--- src/rtl/clock_pkg.sv ---
// Shared encodings for the alarm clock's mode sequencer and counter chain.
package clock_pkg;

  typedef enum logic [1:0] {
    MODE_RUN       = 2'd0,
    MODE_SET_TIME  = 2'd1,
    MODE_SET_ALARM = 2'd2
  } mode_t;

  typedef enum logic {
    FIELD_MIN  = 1'b0,
    FIELD_HOUR = 1'b1
  } field_t;

  localparam int ADJ_TIME_MIN   = 0;
  localparam int ADJ_TIME_HOUR  = 1;
  localparam int ADJ_ALARM_MIN  = 2;
  localparam int ADJ_ALARM_HOUR = 3;

  localparam logic DIR_UP   = 1'b0;
  localparam logic DIR_DOWN = 1'b1;

  function automatic mode_t nextMode(input mode_t cur);
    case (cur)
      MODE_RUN:      nextMode = MODE_SET_TIME;
      MODE_SET_TIME: nextMode = MODE_SET_ALARM;
      default:       nextMode = MODE_RUN;
    endcase
  endfunction

  // One-hot adjust enable for the counter owned by this mode/field pair.
  function automatic logic [3:0] adjBit(input mode_t cur, input field_t fld);
    logic [3:0] onehot;
    onehot = '0;
    if (cur == MODE_SET_ALARM) begin
      if (fld == FIELD_HOUR) onehot[ADJ_ALARM_HOUR] = 1'b1;
      else                   onehot[ADJ_ALARM_MIN]  = 1'b1;
    end else begin
      if (fld == FIELD_HOUR) onehot[ADJ_TIME_HOUR] = 1'b1;
      else                   onehot[ADJ_TIME_MIN]  = 1'b1;
    end
    adjBit = onehot;
  endfunction

endpackage

--- src/rtl/inactivity_timer.sv ---
// Counts 1 Hz ticks while enabled; expire stays high from the cycle the count
// reaches TIMEOUT_S until cleared. TIMEOUT_S = 0 makes the timer inert.
module inactivity_timer #(
  parameter int TIMEOUT_S = 30,
  parameter int TO_W      = 6
) (
  input  logic clk,
  input  logic rst,
  input  logic enable,
  input  logic clear,
  input  logic tick,
  output logic expire
);

  localparam logic [TO_W-1:0] LIMIT = TO_W'(TIMEOUT_S);

  logic [TO_W-1:0] count;

  always_ff @(posedge clk) begin
    if (rst) begin
      count <= '0;
    end else if (clear) begin
      count <= '0;
    end else if (enable && tick && (TIMEOUT_S != 0) && (count != LIMIT)) begin
      count <= count + 1'b1;
    end
  end

  assign expire = (TIMEOUT_S != 0) && enable && (count == LIMIT);

endmodule

--- src/rtl/time_set_controller.sv ---
// Mode/adjust sequencer driving the clock's counter chain from debounced buttons.
// Define TIME_SET_BLINK_EN to build the 0.5 Hz blink phase for the selected field.
module time_set_controller
  import clock_pkg::*;
#(
  parameter int TIMEOUT_S = 30,
  parameter int TO_W      = 6
) (
  input  logic       clk,
  input  logic       rst,
  input  logic       tick_1hz,
  input  logic       btn_mode,
  input  logic       btn_next,
  input  logic       btn_up,
  input  logic       btn_down,
  output logic [1:0] mode,
  output logic       sec_en,
  output logic       sec_ld,
  output logic [3:0] adj_en,
  output logic       adj_updown,
  output logic       field,
  output logic       blink
);

  mode_t  modeQ;
  field_t fieldQ;
  logic   anyBtn;
  logic   inSet;
  logic   expire;
  logic   timeoutFire;
  logic   modeChange;
  logic   adjustReq;

  assign anyBtn      = btn_mode | btn_next | btn_up | btn_down;
  assign inSet       = (modeQ != MODE_RUN);
  assign timeoutFire = expire & ~anyBtn;
  assign modeChange  = btn_mode | timeoutFire;
  assign adjustReq   = inSet & ~btn_mode & (btn_up ^ btn_down);

  inactivity_timer #(
    .TIMEOUT_S(TIMEOUT_S),
    .TO_W     (TO_W)
  ) u_timer (
    .clk   (clk),
    .rst   (rst),
    .enable(inSet),
    .clear (anyBtn | modeChange | ~inSet),
    .tick  (tick_1hz),
    .expire(expire)
  );

  // btn_mode outranks every other button; a timeout only acts on a quiet cycle.
  always_ff @(posedge clk) begin
    if (rst) begin
      modeQ      <= MODE_RUN;
      fieldQ     <= FIELD_MIN;
      sec_en     <= 1'b0;
      sec_ld     <= 1'b0;
      adj_en     <= '0;
      adj_updown <= DIR_UP;
    end else begin
      sec_en <= tick_1hz & (modeQ != MODE_SET_TIME);
      sec_ld <= 1'b0;
      adj_en <= '0;
      if (modeChange) begin
        modeQ  <= btn_mode ? nextMode(modeQ) : MODE_RUN;
        fieldQ <= FIELD_MIN;
        sec_ld <= (modeQ == MODE_SET_TIME);
      end else if (inSet) begin
        if (btn_next) fieldQ <= (fieldQ == FIELD_MIN) ? FIELD_HOUR : FIELD_MIN;
        if (adjustReq) begin
          adj_en     <= adjBit(modeQ, fieldQ);
          adj_updown <= btn_down ? DIR_DOWN : DIR_UP;
        end
      end
    end
  end

  assign mode  = modeQ;
  assign field = fieldQ;

`ifdef TIME_SET_BLINK_EN
  logic phase;

  // Phase is solid right after entry or an adjustment, then flips every tick.
  always_ff @(posedge clk) begin
    if (rst) begin
      phase <= 1'b0;
    end else if (modeChange || adjustReq) begin
      phase <= 1'b0;
    end else if (inSet && tick_1hz) begin
      phase <= ~phase;
    end
  end

  assign blink = phase;
`else
  assign blink = 1'b0;
`endif

endmodule

--- config.mk ---
export PLATFORM = sky130hd
export DESIGN_NAME = time_set_controller
export DESIGN_NICKNAME = d
export VERILOG_FILES = /design/src/rtl/clock_pkg.sv /design/src/rtl/inactivity_timer.sv /design/src/rtl/time_set_controller.sv
export SDC_FILE = /design/constraint.sdc
export NUM_CORES = 1
export LEC_CHECK = 0
export ABC_CLOCK_PERIOD_IN_PS = 1290
export BUFFER_PORTS_ARGS = -buffer_cell sky130_fd_sc_hd__buf_4
export CORE_MARGIN = 2
export CORE_UTILIZATION = 44
export CTS_CLUSTER_DIAMETER = 50
export DETAILED_ROUTE_END_ITERATION = 8
export PLACE_DENSITY = 0.78
export SYNTH_ARGS = -nofsm -noshare
export SYNTH_HDL_FRONTEND = slang
export SYNTH_SLANG_ARGS = --single-unit
--- constraint.sdc ---
create_clock -name clk -period 1.29 [get_ports clk]
set_input_delay 0.129 -clock clk [delete_from_list [all_inputs] [get_ports clk]]
set_output_delay 0.129 -clock clk [all_outputs]
set_load 0.02 [all_outputs]
==> reports/summary.txt, run 1 <==
CP Cell Sequence = inv_1 -> ha_1 -> nand3b_1 -> and2b_2 -> nor4_1
Sw Pwr = 235 uW
CP bufs+invs = 1
EDFF count, synth = 0
WP data arrival = 1.44 ns
vias in the first global route = 571
Synth cell types = 31
Final min period = 1.24 ns
dominant synthesized flop cell = dfxtp_1
critical path data required time = 1.49 ns
Antenna Nets Post-Route = 0
final hold vios = 0
CTS root buf = clkbuf_4
antenna violations before repair = 0
Die Area = 1910 um^2
Max Slew Vio Count = 0
Hold Crit Start = btn_mode
largest net degree at the start of global routing = 10
Ports = 18
clock buffer count from CTS = 3
DP Area = 847 um^2
Reg power frac = 52.9%
hold slack = 0.0603 ns
slowest CP cell = dfxtp_1
async set-reset flop share out of synthesis = 0%
Int Power = 749 uW
fill cell count = 145
worst hold path class = input pin to flip-flop
cts hold-fix bufs = 0
Syn Nets = 83
PD cells = 1020 nW/um^2
synthesized flop and latch total = 16
Initial Util = 46.6%
Max-cap violations = 0
R2R setup slack = 0.05 ns
fin crit share = 96.3%
Via density = 5.15
r2r startpoint = u_timer.count[0]
highest clock rate = 0.805 GHz
Ys Warns = 0
Row Count = 14
Worst Clk Skew = 0.00628 ns
total grt overflow = 0
Die Span X = 43.7 um
combinational share of power = 14.3%
Final Net Count = 111
IO buf count = 16
Setup-failing EPs final = 0
worst vdd ir = 0.701 mV
CP max FO = 4
GRT Total Usage = 15.4%
DRT Wirelength = 1400 um
unrepaired setup endpoints after global routing = true
reg2reg end = field
diodes inserted = 0
hpwl dp = 1030 um
Lkg Pwr = 0.000416 uW
core footprint = 1490 um^2
Hold Path Cell Cnt = 2
GPL Wtd Cong = 0.734
hold worst-path end = field
Max stage delay on crit path = 0.34 ns
Critical Path End Type = flip-flop
CTS tree = built
synthesized instance count = 74
clock latency at the later pin of the worst-skew pair = 0.28 ns
Critical Path Start Type = flip-flop
register area share after synthesis = 46.2%
FF-to-FF path depth = 5
Die Height = 43.7 um
CTS Sinks = 16
Final Total Pwr = 984 uW
first drt pass iteration count = 4
Sw Share = 23.9%
vias = 602
Clock transition at path regs = 0.09 ns
mapped cell area = 693 um^2
H-tree depth = 1
Crit Path Class = flip-flop to flip-flop
first-pass GRT wire length = 2190 um
share of post-route cells with drive strength above 1 = 40.6%
WL per Instance = 12.0 um
DRC = 0
final instance area = 967 um^2
P&R area growth vs syn = 39.5%
maximum clock insertion buffer count = 2
DRT iter0 DRCs = 12
clock share of power = 32.9%
status = completed
delay-heaviest family, CP = simple AND/OR/NAND/NOR gates
Syn Area/Cell = 9.37 um^2
timing repair:
action,in CTS,in global routing
resized for setup,0,13
endpoints found under the setup margin,0,10
buffers inserted,0,6
flip-flops by register name (all words and copies together), names as in the netlist:
signal	flops
mode	2
adj_en	4
sec_ld	1
sec_en	1
adj_updown	1
field	1
u_timer.count	6
stage by stage:
stage	TNS [ns]	utilization [%]	worst slack, ns	cells
CTS	0	59.3	0.00303	111
floorplan	0	-	0.0828	74
global route	-0.107	65.0	-0.0528	117
global placement	0	56.9	0.0292	107
finish	0	65.0	0.0480	117
detailed placement	0	56.9	0.0177	107
worst max path at each step:
stage,startpoint,end,depth (start not counted)
6_report,u_timer.count[0],field,5
4_1_cts,mode[0],u_timer.count[1],4
3_3_place_gp,mode[0],mode[0],4
2_1_floorplan,mode[0],u_timer.count[5],4
3_5_place_dp,mode[0],mode[1],4
5_1_grt,u_timer.count[0],field,5
placed cells by master (no fill, tap or decap), types with 2 or more instances in the layout:
master	Yosys	final
buf_4	1	24
a21oi_1	2	2
nand4_1	3	3
and3_1	2	2
nor3_1	2	2
ha_1	2	2
dfxtp_4	0	2
inv_1	3	3
o21ai_0	4	3
nand3b_1	2	2
xor2_1	4	4
dfxtp_1	16	13
clkbuf_4	0	3
nor2_1	9	9
and2b_2	1	2
nand2_1	5	5
xnor2_1	2	2
final cells by class:
cell class / count / area, um^2 / area share, %
Multi-Input combinational cell: 53 / 379 / 39.2
Timing Repair Buffer: 25 / 191 / 19.8
Inverter: 3 / 11.3 / 1.16
Tap cell: 16 / 20.0 / 2.07
Clock buffer: 4 / 36.3 / 3.75
Sequential cell: 16 / 329 / 34.0
logic make-up (layout without fill, tap and decap cells):
family	Yosys count	in the layout	synth area share [%]
and+or+nand+nor	33	33	27.8
xor gates and xnor gates	6	6	7.58
buffers and inverters	5	32	3.25
AOI/OAI and AO/OA	11	11	11.0
adders and majority gates	2	2	3.61
DFF	16	16	46.2
other	1	1	0.541
routing by layer:
| layer | up-vias | wire length, um | part of all wire, % | GRT usage [%] |
|---|---|---|---|---|
| met3 | 2 | 55 | 3.9 | 2.92 |
| met1 | 282 | 563 | 40 | 15.8 |
| met4 | 0 | 10 | 0.71 | 9.70 |
| met2 | 9 | 772 | 55 | 28.2 |
| met5 | - | 0 | 0 | 0 |
| li1 | 309 | - | - | - |
power by group through the flow:
stage	logic, uW	clock network [uW]	registers, uW
2_1_floorplan	50.7	0	544
3_3_place_gp	107	0	532
3_5_place_dp	109	0	532
4_1_cts	109	336	521
5_1_grt	152	353	523
6_report	140	323	520
cells in the mapped netlist (2+ instances only):
cell | number | share of area [%]
nor3_1 | 2 | 1.4
nor2_1 | 9 | 4.9
and3_1 | 2 | 1.8
o21ai_0 | 4 | 2.9
nand4_1 | 3 | 2.7
nand2_1 | 5 | 2.7
dfxtp_1 | 16 | 46
a21oi_1 | 2 | 1.4
xor2_1 | 4 | 5.1
nand3b_1 | 2 | 2.2
ha_1 | 2 | 3.6
xnor2_1 | 2 | 2.5
inv_1 | 3 | 1.6
No activity file was read; power rests on OpenSTA's default activity.
==> inputs of run 2 (changes only) <==
Settings changed: ABC_CLOCK_PERIOD_IN_PS 1290 to 1110.
Clock period 1.29 ns to 1.11 ns, I/O delays scaled along.
==> reports/summary.txt, run 2 (synthesis gave the netlist of run 1 again) <==
status = complete, but fails checks
failing checks = negative setup slack
Die Span X = 43.7 um
final instance area = 996 um^2
Post-Route Setup TNS = -0.153 ns
Biggest register = u_timer.count
total grt overflow = 0
GPL Wtd Cong = 0.796
WL per Instance = 12.0 um
met2 usage = 29.1%
most frequent cells in the layout = buf_4, dfxtp_1, nor2_1
core footprint = 1490 um^2
FF-to-FF path depth = 4
Setup-failing EPs final = 5
flip-flop count of the largest register after layout = 6
DRC = 0
largest net degree at the start of global routing = 10
hpwl dp = 1100 um
clock buffer count from CTS = 3
CTS root buf = clkbuf_4
final hold vios = 0
Max Slew Vio Count = 0
Crit Path Class = flip-flop to flip-flop
final core utilization = 66.9%
Die Height = 43.7 um
Sw Pwr = 269 uW
Antenna Nets Post-Route = 0
first drt pass iteration count = 3
worst hold path class = input pin to flip-flop
CP max FO = 6
CTS Sinks = 16
Non-Filler Instances = 120
combinational share of power = 14.9%
Critical Path Start Type = flip-flop
antenna violations before repair = 0
CTS tree = built
unrepaired setup endpoints after global routing = true
Initial Util = 46.6%
DRT Wirelength = 1440 um
Hold Path Cell Cnt = 2
Clock transition at path regs = 0.09 ns
share of post-route cells with drive strength above 1 = 45.2%
Ports = 18
Via density = 5.26
GRT Total Usage = 16.4%
Max-cap violations = 0
Lkg Pwr = 0.000423 uW
setup slack after layout = -0.0550 ns
maximum clock insertion buffer count = 2
vias in the first global route = 597
worst vdd ir = 0.645 mV
Final Net Count = 114
H-tree depth = 1
Reg power frac = 56.0%
vias = 631
Final min period = 1.17 ns
Critical Path End Type = flip-flop
fin crit share = 105%
PD cells = 1080 nW/um^2
highest clock rate = 0.858 GHz
met3 usage = 3.75%
DP Area = 922 um^2
clock share of power = 29.1%
P&R area growth vs syn = 43.7%
IO buf count = 16
clock latency at the later pin of the worst-skew pair = 0.28 ns
Worst Clk Skew = 0.00630 ns
Sw Share = 25.0%
DP Cell Count = 115
met1 usage = 18.0%
Int Power = 806 uW
Die Area = 1910 um^2
critical path data required time = 1.32 ns
diodes inserted = 0
Row Count = 14
commonest non-fill, non-tap cell in the layout = buf_4
first-pass GRT wire length = 2320 um
busiest grt layer = met2
WP data arrival = 1.38 ns
Final Total Pwr = 1080 uW
DRT iter0 DRCs = 10
cts hold-fix bufs = 0
run 2: changes by cell type in the layout (fill, tap and decap cells not counted), sizes merged:
cell / delta
buf: +3
run 2: final timing paths:
path / start / endpoint / slack (ns)
setup / recovery: mode[0] / u_timer.count[5] / -0.06
hold / removal: rst / adj_updown / 0.06
setup reg to reg: mode[0] / u_timer.count[5] / -0.06
hold reg to reg: u_timer.count[5] / u_timer.count[5] / 0.48
run 2: area by class of cell:
class	instances	area [um^2]
sequential	16	330
tap	16	20.0
timing repair buffer	28	210
fill	123	493
multi-input combinational	53	398
clock buffer	4	26.3
inverter	3	11.3
run 2: metrics by stage:
step / setup WS (ns) / hold WS (ns)
6_report: -0.0550 / 0.0645
5_1_grt: -0.140 / 0.0544
4_1_cts: -0.0536 / 0.0453
3_5_place_dp: -0.0847 / 0.349
3_3_place_gp: -0.0937 / 0.347
2_1_floorplan: -0.0323 / 0.190
run 2: power by group through the flow:
stage | combinational (uW) | clock, uW | sequential (uW)
final | 160 | 313 | 603
after global placement | 148 | 0 | 614
after detailed placement | 150 | 0 | 614
after global routing | 173 | 354 | 605
after floorplan | 62.1 | 0 | 631
after CTS | 154 | 326 | 601
run 2: worst max-delay path, cell delays in order (launching register included):
cell	delay, ns
dfxtp_4	0.40
o21a_4	0.16
nand4_1	0.09
or3_1	0.33
a21oi_1	0.12
run 2: per-layer routing:
metal | routed length [um] | vias up | share of wire, %
met3 | 53 | 2 | 3.7
met4 | 9 | 0 | 0.63
li1 | - | 321 | -
met5 | 0 | - | 0
met2 | 804 | 9 | 56
met1 | 572 | 299 | 40
run 2: what timing repair did:
item | in CTS | in global routing
pin swaps | 1 | 5
setup buffers | 1 | 0
endpoints found under the setup margin | 10 | 10
resized for setup | 3 | 5
